File: src/rtl/irig_pkg.sv
// Shared IRIG decoder types: symbol codes, default timing constants and FSM encodings.
package irig_pkg;

  typedef enum logic [1:0] {
    SYM_ZERO    = 2'b00,
    SYM_ONE     = 2'b01,
    SYM_MARK    = 2'b10,
    SYM_INVALID = 2'b11
  } sym_t;

  typedef enum logic [1:0] {
    ST_IDLE  = 2'd0,
    ST_HIGH  = 2'd1,
    ST_LOW   = 2'd2,
    ST_STUCK = 2'd3
  } sym_state_t;

  typedef enum logic [1:0] {
    FRM_HUNT   = 2'd0,
    FRM_M1     = 2'd1,
    FRM_LOCKED = 2'd2
  } frm_state_t;

  localparam int DEF_TICKS_PER_SYM = 10;
  localparam int DEF_W_ZERO        = 2;
  localparam int DEF_W_ONE         = 5;
  localparam int DEF_W_MARK        = 8;
  localparam int DEF_TOL           = 1;
  localparam int DEF_MARK_SPACING  = 10;
  localparam int DEF_MARKS_PER_FRM = 10;

  function automatic logic in_window(int v, int nom, int tol);
    return (v >= nom - tol) && (v <= nom + tol);
  endfunction

endpackage

File: src/rtl/irig_pw_classifier.sv
// Synchronises the IRIG line, measures high time and period per symbol on each
// sample tick, and reports one ZERO/ONE/MARKER/INVALID code per symbol.
module irig_pw_classifier
  import irig_pkg::*;
#(
  parameter int TICKS_PER_SYM = DEF_TICKS_PER_SYM,
  parameter int W_ZERO        = DEF_W_ZERO,
  parameter int W_ONE         = DEF_W_ONE,
  parameter int W_MARK        = DEF_W_MARK,
  parameter int TOL           = DEF_TOL
) (
  input  logic       clk,
  input  logic       reset,
  input  logic       sample_tick,
  input  logic       irig_in,
  output logic       emit,
  output sym_t       emit_type,
  output logic       sym_valid,
  output logic [1:0] sym_type
);

  localparam int CW = $clog2(TICKS_PER_SYM + TOL + 2);
  typedef logic [CW-1:0] cnt_t;
  localparam cnt_t CNT_MAX   = '1;
  localparam cnt_t HI_LIMIT  = cnt_t'(W_MARK + TOL);
  localparam cnt_t PER_LIMIT = cnt_t'(TICKS_PER_SYM + TOL);

  logic       sync1_q, sync2_q;
  logic       run_q;
  logic       tick;
  sym_state_t st_q, st_d;
  cnt_t       hi_q, hi_d;
  cnt_t       per_q, per_d;
  logic       sym_valid_q, sym_valid_d;
  sym_t       sym_type_q, sym_type_d;

  function automatic cnt_t sat_inc(cnt_t v);
    return (v == CNT_MAX) ? v : v + 1'b1;
  endfunction

  function automatic sym_t classify(cnt_t hi, cnt_t per);
    sym_t t;
    t = SYM_INVALID;
    if (in_window(int'(per), TICKS_PER_SYM, TOL)) begin
      if (in_window(int'(hi), W_ZERO, TOL))      t = SYM_ZERO;
      else if (in_window(int'(hi), W_ONE, TOL))  t = SYM_ONE;
      else if (in_window(int'(hi), W_MARK, TOL)) t = SYM_MARK;
    end
    return t;
  endfunction

  // run_q masks a tick landing on the same edge that releases reset.
  assign tick = sample_tick & run_q;

  always_comb begin
    // NOTE: every variable gets a default before the case so no path infers a latch.
    st_d      = st_q;
    hi_d      = hi_q;
    per_d     = per_q;
    emit      = 1'b0;
    emit_type = SYM_INVALID;
    if (tick) begin
      case (st_q)
        ST_IDLE: begin
          if (sync2_q) begin
            st_d  = ST_HIGH;
            hi_d  = cnt_t'(1);
            per_d = cnt_t'(1);
          end
        end
        ST_HIGH: begin
          per_d = sat_inc(per_q);
          if (sync2_q) begin
            hi_d = sat_inc(hi_q);
            if (hi_d > HI_LIMIT) begin
              emit = 1'b1;
              st_d = ST_STUCK;
            end
          end else begin
            st_d = ST_LOW;
          end
        end
        ST_LOW: begin
          if (sync2_q) begin
            // Rising edge closes the symbol; per_q already holds its full period.
            emit      = 1'b1;
            emit_type = classify(hi_q, per_q);
            st_d      = ST_HIGH;
            hi_d      = cnt_t'(1);
            per_d     = cnt_t'(1);
          end else begin
            per_d = sat_inc(per_q);
            if (per_d > PER_LIMIT) begin
              emit = 1'b1;
              st_d = ST_IDLE;
            end
          end
        end
        ST_STUCK: begin
          if (!sync2_q) st_d = ST_IDLE;
        end
        default: st_d = ST_IDLE;
      endcase
    end
    sym_valid_d = emit;
    sym_type_d  = emit ? emit_type : sym_type_q;
  end

  // NOTE: non-blocking assignments so every flop captures its pre-edge value.
  always_ff @(posedge clk or negedge reset) begin
    if (!reset) begin
      sync1_q     <= 1'b0;
      sync2_q     <= 1'b0;
      run_q       <= 1'b0;
      st_q        <= ST_IDLE;
      hi_q        <= '0;
      per_q       <= '0;
      sym_valid_q <= 1'b0;
      sym_type_q  <= SYM_ZERO;
    end else begin
      sync1_q     <= irig_in;
      sync2_q     <= sync1_q;
      run_q       <= 1'b1;
      st_q        <= st_d;
      hi_q        <= hi_d;
      per_q       <= per_d;
      sym_valid_q <= sym_valid_d;
      sym_type_q  <= sym_type_d;
    end
  end

  assign sym_valid = sym_valid_q;
  assign sym_type  = sym_type_q;

endmodule

File: src/rtl/irig_frame_decoder.sv
// IRIG frame decoder top: symbol classifier plus frame-sync FSM that tracks the
// double reference marker, reports bit position and declares/loses lock.
module irig_frame_decoder
  import irig_pkg::*;
#(
  parameter int TICKS_PER_SYM = DEF_TICKS_PER_SYM,
  parameter int W_ZERO        = DEF_W_ZERO,
  parameter int W_ONE         = DEF_W_ONE,
  parameter int W_MARK        = DEF_W_MARK,
  parameter int TOL           = DEF_TOL,
  parameter int MARK_SPACING  = DEF_MARK_SPACING,
  parameter int MARKS_PER_FRM = DEF_MARKS_PER_FRM
) (
  input  logic       clk,
  input  logic       reset,
  input  logic       sample_tick,
  input  logic       irig_in,
  output logic       sym_valid,
  output logic [1:0] sym_type,
  output logic       locked,
  output logic       frame_start,
  output logic [6:0] bit_pos,
  output logic       sync_err
);

  localparam int UW = (MARK_SPACING > 1) ? $clog2(MARK_SPACING) : 1;
  localparam int MW = (MARKS_PER_FRM > 1) ? $clog2(MARKS_PER_FRM) : 1;
  localparam logic [UW-1:0] UNIT_LAST = UW'(MARK_SPACING - 1);
  localparam logic [MW-1:0] MARK_LAST = MW'(MARKS_PER_FRM - 1);

  logic          emit;
  sym_t          emit_type;
  frm_state_t    frm_q, frm_d;
  logic [UW-1:0] units_q, units_d, units_nx;
  logic [MW-1:0] marks_q, marks_d, marks_nx;
  logic          locked_q, locked_d;
  logic          frame_start_q, frame_start_d;
  logic          sync_err_q, sync_err_d;
  logic          at_ref, exp_mark, sym_ok;

  irig_pw_classifier #(
    .TICKS_PER_SYM (TICKS_PER_SYM),
    .W_ZERO        (W_ZERO),
    .W_ONE         (W_ONE),
    .W_MARK        (W_MARK),
    .TOL           (TOL)
  ) u_classifier (
    .clk         (clk),
    .reset       (reset),
    .sample_tick (sample_tick),
    .irig_in     (irig_in),
    .emit        (emit),
    .emit_type   (emit_type),
    .sym_valid   (sym_valid),
    .sym_type    (sym_type)
  );

  // Position the incoming symbol would occupy, and whether a marker belongs there.
  always_comb begin
    units_nx = (units_q == UNIT_LAST) ? '0 : units_q + 1'b1;
    marks_nx = marks_q;
    if (units_q == UNIT_LAST) marks_nx = (marks_q == MARK_LAST) ? '0 : marks_q + 1'b1;
    at_ref   = (units_nx == '0) && (marks_nx == '0);
    exp_mark = at_ref || (units_nx == UNIT_LAST);
    sym_ok   = (emit_type != SYM_INVALID) && ((emit_type == SYM_MARK) == exp_mark);
  end

  always_comb begin
    frm_d         = frm_q;
    units_d       = units_q;
    marks_d       = marks_q;
    locked_d      = locked_q;
    frame_start_d = 1'b0;
    sync_err_d    = 1'b0;
    if (emit) begin
      case (frm_q)
        FRM_HUNT: begin
          if (emit_type == SYM_MARK) frm_d = FRM_M1;
        end
        FRM_M1: begin
          if (emit_type == SYM_MARK) begin
            frm_d         = FRM_LOCKED;
            locked_d      = 1'b1;
            frame_start_d = 1'b1;
            units_d       = '0;
            marks_d       = '0;
          end else begin
            frm_d = FRM_HUNT;
          end
        end
        FRM_LOCKED: begin
          if (sym_ok) begin
            units_d       = units_nx;
            marks_d       = marks_nx;
            frame_start_d = at_ref;
          end else begin
            frm_d      = FRM_HUNT;
            locked_d   = 1'b0;
            sync_err_d = 1'b1;
            units_d    = '0;
            marks_d    = '0;
          end
        end
        default: frm_d = FRM_HUNT;
      endcase
    end
  end

  always_ff @(posedge clk or negedge reset) begin
    if (!reset) begin
      frm_q         <= FRM_HUNT;
      units_q       <= '0;
      marks_q       <= '0;
      locked_q      <= 1'b0;
      frame_start_q <= 1'b0;
      sync_err_q    <= 1'b0;
    end else begin
      frm_q         <= frm_d;
      units_q       <= units_d;
      marks_q       <= marks_d;
      locked_q      <= locked_d;
      frame_start_q <= frame_start_d;
      sync_err_q    <= sync_err_d;
    end
  end

  assign locked      = locked_q;
  assign frame_start = frame_start_q;
  assign sync_err    = sync_err_q;
  assign bit_pos     = 7'(marks_q) * 7'(MARK_SPACING) + 7'(units_q);

endmodule

File: config.mk
export PLATFORM = sky130hd
export DESIGN_NAME = irig_frame_decoder
export DESIGN_NICKNAME = d
export VERILOG_FILES = /design/src/rtl/irig_pkg.sv /design/src/rtl/irig_pw_classifier.sv /design/src/rtl/irig_frame_decoder.sv
export SDC_FILE = /design/constraint.sdc
export NUM_CORES = 1
export LEC_CHECK = 0
export ABC_AREA = 1
export CAP_MARGIN = 20
export CORE_MARGIN = 1
export CORE_UTILIZATION = 30
export CTS_CLUSTER_SIZE = 20
export DETAILED_ROUTE_END_ITERATION = 16
export PLACE_DENSITY = 0.43
export SLEW_MARGIN = 20
export SYNTH_ARGS = -nofsm -noshare
export SYNTH_HDL_FRONTEND = slang
export SYNTH_SLANG_ARGS = --single-unit
File: constraint.sdc
create_clock -name clk -period 6.9 [get_ports clk]
set_clock_uncertainty 0.15 [all_clocks]
set_input_delay 1.725 -clock clk [delete_from_list [all_inputs] [get_ports clk]]
set_output_delay 1.725 -clock clk [all_outputs]
set_load 0.1 [all_outputs]
==> metrics.txt, run 1 <==
Mean Syn Cell Area about 7.4 µm²; detailed-route via count between 1500 and 2000; hold_buf cts 0; pwr/cell area 261 nW/µm²; clock sinks 29; area grow syn2layout 16.4%; max-cap violation count 0; Starting Density 0.309; Cell Rows 30; status completed; antenna cells 0; Mapped Area roughly 2100 µm²; Avg Vias per Cell approximately 4.5; ys flop type dfrtp_1; Ys Warns 0; post-layout util 0.360; crit end category output port; final std cell area, no fill around 2400 µm²; final period utilization 0.735; final hold violations 0; DR iter-0 viols between 60 and 70; layout cells sized above 1 0.0719; H-Tree Depth 2; max-slew violations 0; Post-CTS Resized 0; HPWL after DPL 3300 µm; Clock Tree Buf Depth 2; combinational fraction of design power 0.414; Max Fclk a little under 0.2 GHz; Hold Crit Class flop to flop; Netlist cell types 29; min Tclk post-route 5070 ps; multi-input logic area about 1200 µm²; PortBufs 16; Post-Syn Nets 309; Die X-Extent 85.5 µm; Synth top cells by count nand2_1 (86), inv_1 (39), dfrtp_1 (29); sequential power share 0.369; EDFF count, synth 0; top-area cell type share of the netlist area 0.347; antenna violations before repair 0; worst-path fanout max 8; setup_tns 0 ps; WHS Path Cells 0; Clk pwr share 0.217; CP max stage delay roughly 1100 ps; Setup Buffers After CTS 0; largest net degree at the start of global routing 30; CTS tree built; GPL Wtd Cong ~0.75; Peak VDD IR ~0.00007 V; flops & latches, synth 29; post-synthesis cell count approximately 280; Leak Pwr between 1 and 1.5 nW; cell mode on critical path ha_1; Area contributors post-synth dfrtp_1 (35%), nand2_1 (15%), ha_1 (13%), inv_1 (7.0%), nor2_1 (4.7%); leading area contributor after synthesis dfrtp_1; I/O Pins 17; NetSw approximately 0.28 mW; Reg area approximately 730 µm²; Clk pin slew, worst setup/hold paths approximately 70 ps; most common cell in the netlist nand2_1; CTS root buf clkbuf_8; vias in the first global route roughly 1600; core area 6760 µm²; Top delay family on crit path buffers and inverters; crit path max-delay cell type clkdlybuf4s50_1; drt drc 0; RSZ-0062 raised after global routing false; Worst-Margin Slew about 970 ps; Clk Latency, worst-skew pair 280 ps; proportion of synthesized chip area in sequential cells 0.347; DRT Wirelength around 4400 µm; Setup violations, final 0; CP cell instances ha_1, ha_1, fa_1, nand3_1, xor2_1, clkdlybuf4s50_1; Synth async-reset ratio 1.00; Internal about 0.36 mW; Worst EP required between 5000 and 6000 ps; Min Hold Slack slightly above 200 ps; Overflow after GRT 0; first-pass GRT wire length 7690 µm; TritonCTS buffer count 5; Worst Reg-to-Reg Cells 12; fin nets ~330; Post-DP Area between 2000 and 2500 µm²; WS Path Type flop to output port; Die Y 85.5 µm; DR WL/cell between 10 and 15 µm; Switching Fraction 0.436; Final ANT Viol Nets 0; WP depth 6; Fill cells around 720; 1st-pass router iterations 4; DIE AREA 7310 µm²; CP Launch Type flop; crit path buf inv count 1; Worst Path Arrival about 3200 ps; Worst slew margin 0.350; Total GRT Usage 0.133
power groups by stage:
stage | combinational, mW | sequential (mW) | clock (mW)
floorplan | 0.176 | 0.263 | 0
global route | 0.304 | 0.240 | 0.152
CTS | 0.266 | 0.235 | 0.145
finish | 0.264 | 0.235 | 0.138
global placement | 0.265 | 0.238 | 0
detailed placement | 0.264 | 0.238 | 0
logic make-up after synthesis:
| family | Yosys count | synth area share |
|---|---|---|
| flops | 29 | 0.347 |
| simple gates | 143 | 0.297 |
| other cells | 1 | 0.00179 |
| compound gates | 36 | 0.103 |
| xor+xnor | 6 | 0.0251 |
| fa+ha+maj | 23 | 0.145 |
| buf+inv | 44 | 0.0814 |
worst paths after layout:
kind	startpoint	slack (ps)	to
max	marks_q[1]	1830	bit_pos[6]
min	u_classifier.sync1_q	200	u_classifier.sync2_q
max reg2reg	u_classifier.st_q[0]	4510	marks_q[3]
min reg2reg	u_classifier.sync1_q	200	u_classifier.sync2_q
max in group asynchronous	reset	4630	u_classifier.sync2_q
min in group asynchronous	reset	1690	u_classifier.sym_type[0]
metal layers:
metal  global-route usage  up-vias  wire, µm
li1                     -      940         -
met4               0.0455        0        49
met2                0.196       33      1840
met3               0.0263        4       145
met5                    0        -         0
met1                0.193      768      2330
placed cells by master, fill, tap and decap left out, types with 3 or more instances in the layout:
master,Yosys,layout
a21oi_1,8,8
clkbuf_8,0,5
clkdlybuf4s50_1,0,16
clkinv_2,1,3
dfrtp_1,29,29
ha_1,21,21
inv_1,39,39
inv_2,3,3
nand2_1,86,86
nand3_1,19,19
nor2_1,26,26
o21ai_0,12,12
o21ai_1,3,3
o22ai_1,6,6
xor2_1,4,4
area by class of cell:
| class | instances | area share |
|---|---|---|
| tap | 80 | 0.0411 |
| clock inverter | 2 | 0.00411 |
| clock buffer | 6 | 0.0298 |
| sequential | 29 | 0.298 |
| multi-input combinational | 209 | 0.491 |
| inverter | 43 | 0.0668 |
| timing repair buffer | 17 | 0.0689 |
stage by stage:
stage	cells	total power, mW	setup WS (ps)
after floorplan	282	0.438	2060
after global placement	378	0.503	2160
after detailed placement	378	0.502	2120
after CTS	386	0.645	1800
after global routing	386	0.696	1700
final	386	0.636	1830
flip-flops by register name, summed over array words and instances, names as in the netlist:
signal	count
u_classifier.per_q	4
u_classifier.sym_type	2
frm_q	2
u_classifier.hi_q	4
u_classifier.sym_valid	1
units_q	4
frame_start	1
sync_err	1
u_classifier.st_q	2
u_classifier.run_q	1
u_classifier.sync2_q	1
marks_q	4
u_classifier.sync1_q	1
locked	1
No activity file was read; power rests on OpenSTA's default activity.
==> run 2, diff against run 1 <==
- PLACE_DENSITY: 0.43 -> 0.44
- clock period: 6.9 -> 4.1 ns (I/O delays scaled with it)
==> run 2 against run 1 <==
Largest power group unchanged. Combinational power is 71% higher. Non-clock buffer count stayed put. Via count is 2.1% higher. Critical endpoint unchanged. Register-to-register slack worse by 2800 ps. Sequential power is 69% higher.
==> metrics.txt, run 2 (same netlist as run 1, synthesis figures left out) <==
max-slew violations 0 (unchanged); Worst Reg-to-Reg Cells 12 (unchanged); DRT Wirelength 4470 µm (+2.4%); Worst R2R Start u_classifier.st_q[0]; area grow syn2layout 16.8%; pwr/cell area 446 nW/µm² (+71%); PortBufs 16 (unchanged); R2R Setup Slk 1700 ps (-2810 ps); antenna violations before repair 0 (unchanged); Clk pin slew, worst setup/hold paths 60 ps (about the same); Avg Vias per Cell 4.63 (+2.4%); Hold Path Sink u_classifier.sync2_q; crit end category output port; max-cap violation count 0 (unchanged); TritonCTS buffer count 5 (unchanged); Die Y 85.5 µm (unchanged); Peak VDD IR 0.000151 V (+120%); Starting Density 0.309 (unchanged); Worst-Margin Slew 967 ps (-4.73 ps); status completed; hold_sp u_classifier.sync1_q; detailed-route via count 1782 (+2.1%); antenna cells 0 (unchanged); min Tclk post-route 3500 ps; H-Tree Depth 2 (unchanged); 1st-pass router iterations 4 (unchanged); post-layout util 0.361 (+0.00130); Post-CTS Resized 0 (unchanged); worst-path fanout max 8 (unchanged); clock sinks 29 (unchanged); final period utilization 0.855; DR iter-0 viols 51 (-26%); vias in the first global route 1752 (+7.5%); setup_tns 0 ps (unchanged); Clock Tree Buf Depth 2 (unchanged); most common cell after layout, fill and taps aside nand2_1; Setup Buffers After CTS 0 (unchanged); I/O Pins 17 (unchanged); layout cells sized above 1 0.0918 (+0.0199); CTS root buf clkbuf_8; fin nets 332 (unchanged); WHS Path Cells 0 (unchanged); Total GRT Usage 0.137 (+0.00411); core area 6760 µm² (unchanged); RSZ-0062 raised after global routing false; Die X-Extent 85.5 µm (unchanged); Cell Rows 30 (unchanged); WS Path Type flop to output port; most frequent cells in the layout nand2_1 (86), inv_1 (39), dfrtp_1 (29), nor2_1 (26), ha_1 (21); drt drc 0 (unchanged); Final ANT Viol Nets 0 (unchanged); DR WL/cell 11.6 µm (+2.7%); Overflow after GRT 0 (unchanged); GPL Wtd Cong 0.813 (+8.0%); Max Fclk between 0.2 and 0.3 GHz; largest net degree at the start of global routing 30 (unchanged); HPWL after DPL 3400 µm (+3.1%); Worst EP required 2920 ps (-2110 ps); Clk Latency, worst-skew pair 270 ps (about the same); CTS tree built; Worst Path Arrival 2330 ps (-870 ps); Leak Pwr 1.27 nW (+1.3%); Setup violations, final 0 (unchanged); hold_buf cts 0 (unchanged); R2R Path End marks_q[3]; first-pass GRT wire length 7870 µm (+2.3%); Hold Crit Class flop to flop; Worst slew margin 0.353 (+0.00317); DIE AREA 7310 µm² (unchanged); final hold violations 0 (unchanged); CP Launch Type flop
## run 2: through the flow
step	instances	setup slack (ps)	area [µm²]	total power, mW	hold slack [ps]
6_report	385	595	2440	1.09	203
5_1_grt	385	471	2440	1.19	221
4_1_cts	385	571	2440	1.11	210
3_5_place_dp	378	873	2360	0.859	186
3_3_place_gp	378	911	2360	0.862	191
2_1_floorplan	282	43.6	2100	0.738	181
## run 2: worst max-delay path: stages, from the launching register on
cell and delay, ps:
dfrtp_1 470, ha_1 330, ha_1 210, fa_1 380, xnor2_1 270, xor2_2 210, buf_12 200
## run 2: metal layers
| layer | GRT usage | vias up | part of all wire |
|---|---|---|---|
| met5 | 0 | - | 0 |
| met4 | 0.0318 | 0 | 0.0056 |
| met3 | 0.0321 | 2 | 0.024 |
| met2 | 0.230 | 14 | 0.47 |
| met1 | 0.179 | 822 | 0.50 |
| li1 | - | 944 | - |
## run 2: power by group
| group | switching (mW) | total [mW] | internal, mW |
|---|---|---|---|
| Clock | 0.107 | 0.240 | 0.133 |
| Combinational | 0.302 | 0.451 | 0.149 |
| Sequential | 0.0596 | 0.398 | 0.338 |
## run 2: how the worst max path moves through the flow
stage	start	cells past startpoint	endpoint	slack, ps
final	marks_q[1]	6	bit_pos[6]	600
after global routing	marks_q[1]	6	bit_pos[6]	470
after CTS	marks_q[1]	6	bit_pos[6]	570
after detailed placement	marks_q[1]	6	bit_pos[6]	870
after global placement	marks_q[1]	6	bit_pos[6]	910
after floorplan	marks_q[1]	4	bit_pos[5]	40
## run 2: cell type report
cell class | instances | area, µm²
fill | 736 | 4310
multi-input combinational | 209 | 1200
inverter | 43 | 163
timing repair buffer | 17 | 165
tap | 80 | 100
clock buffer | 7 | 86.3
sequential | 29 | 726
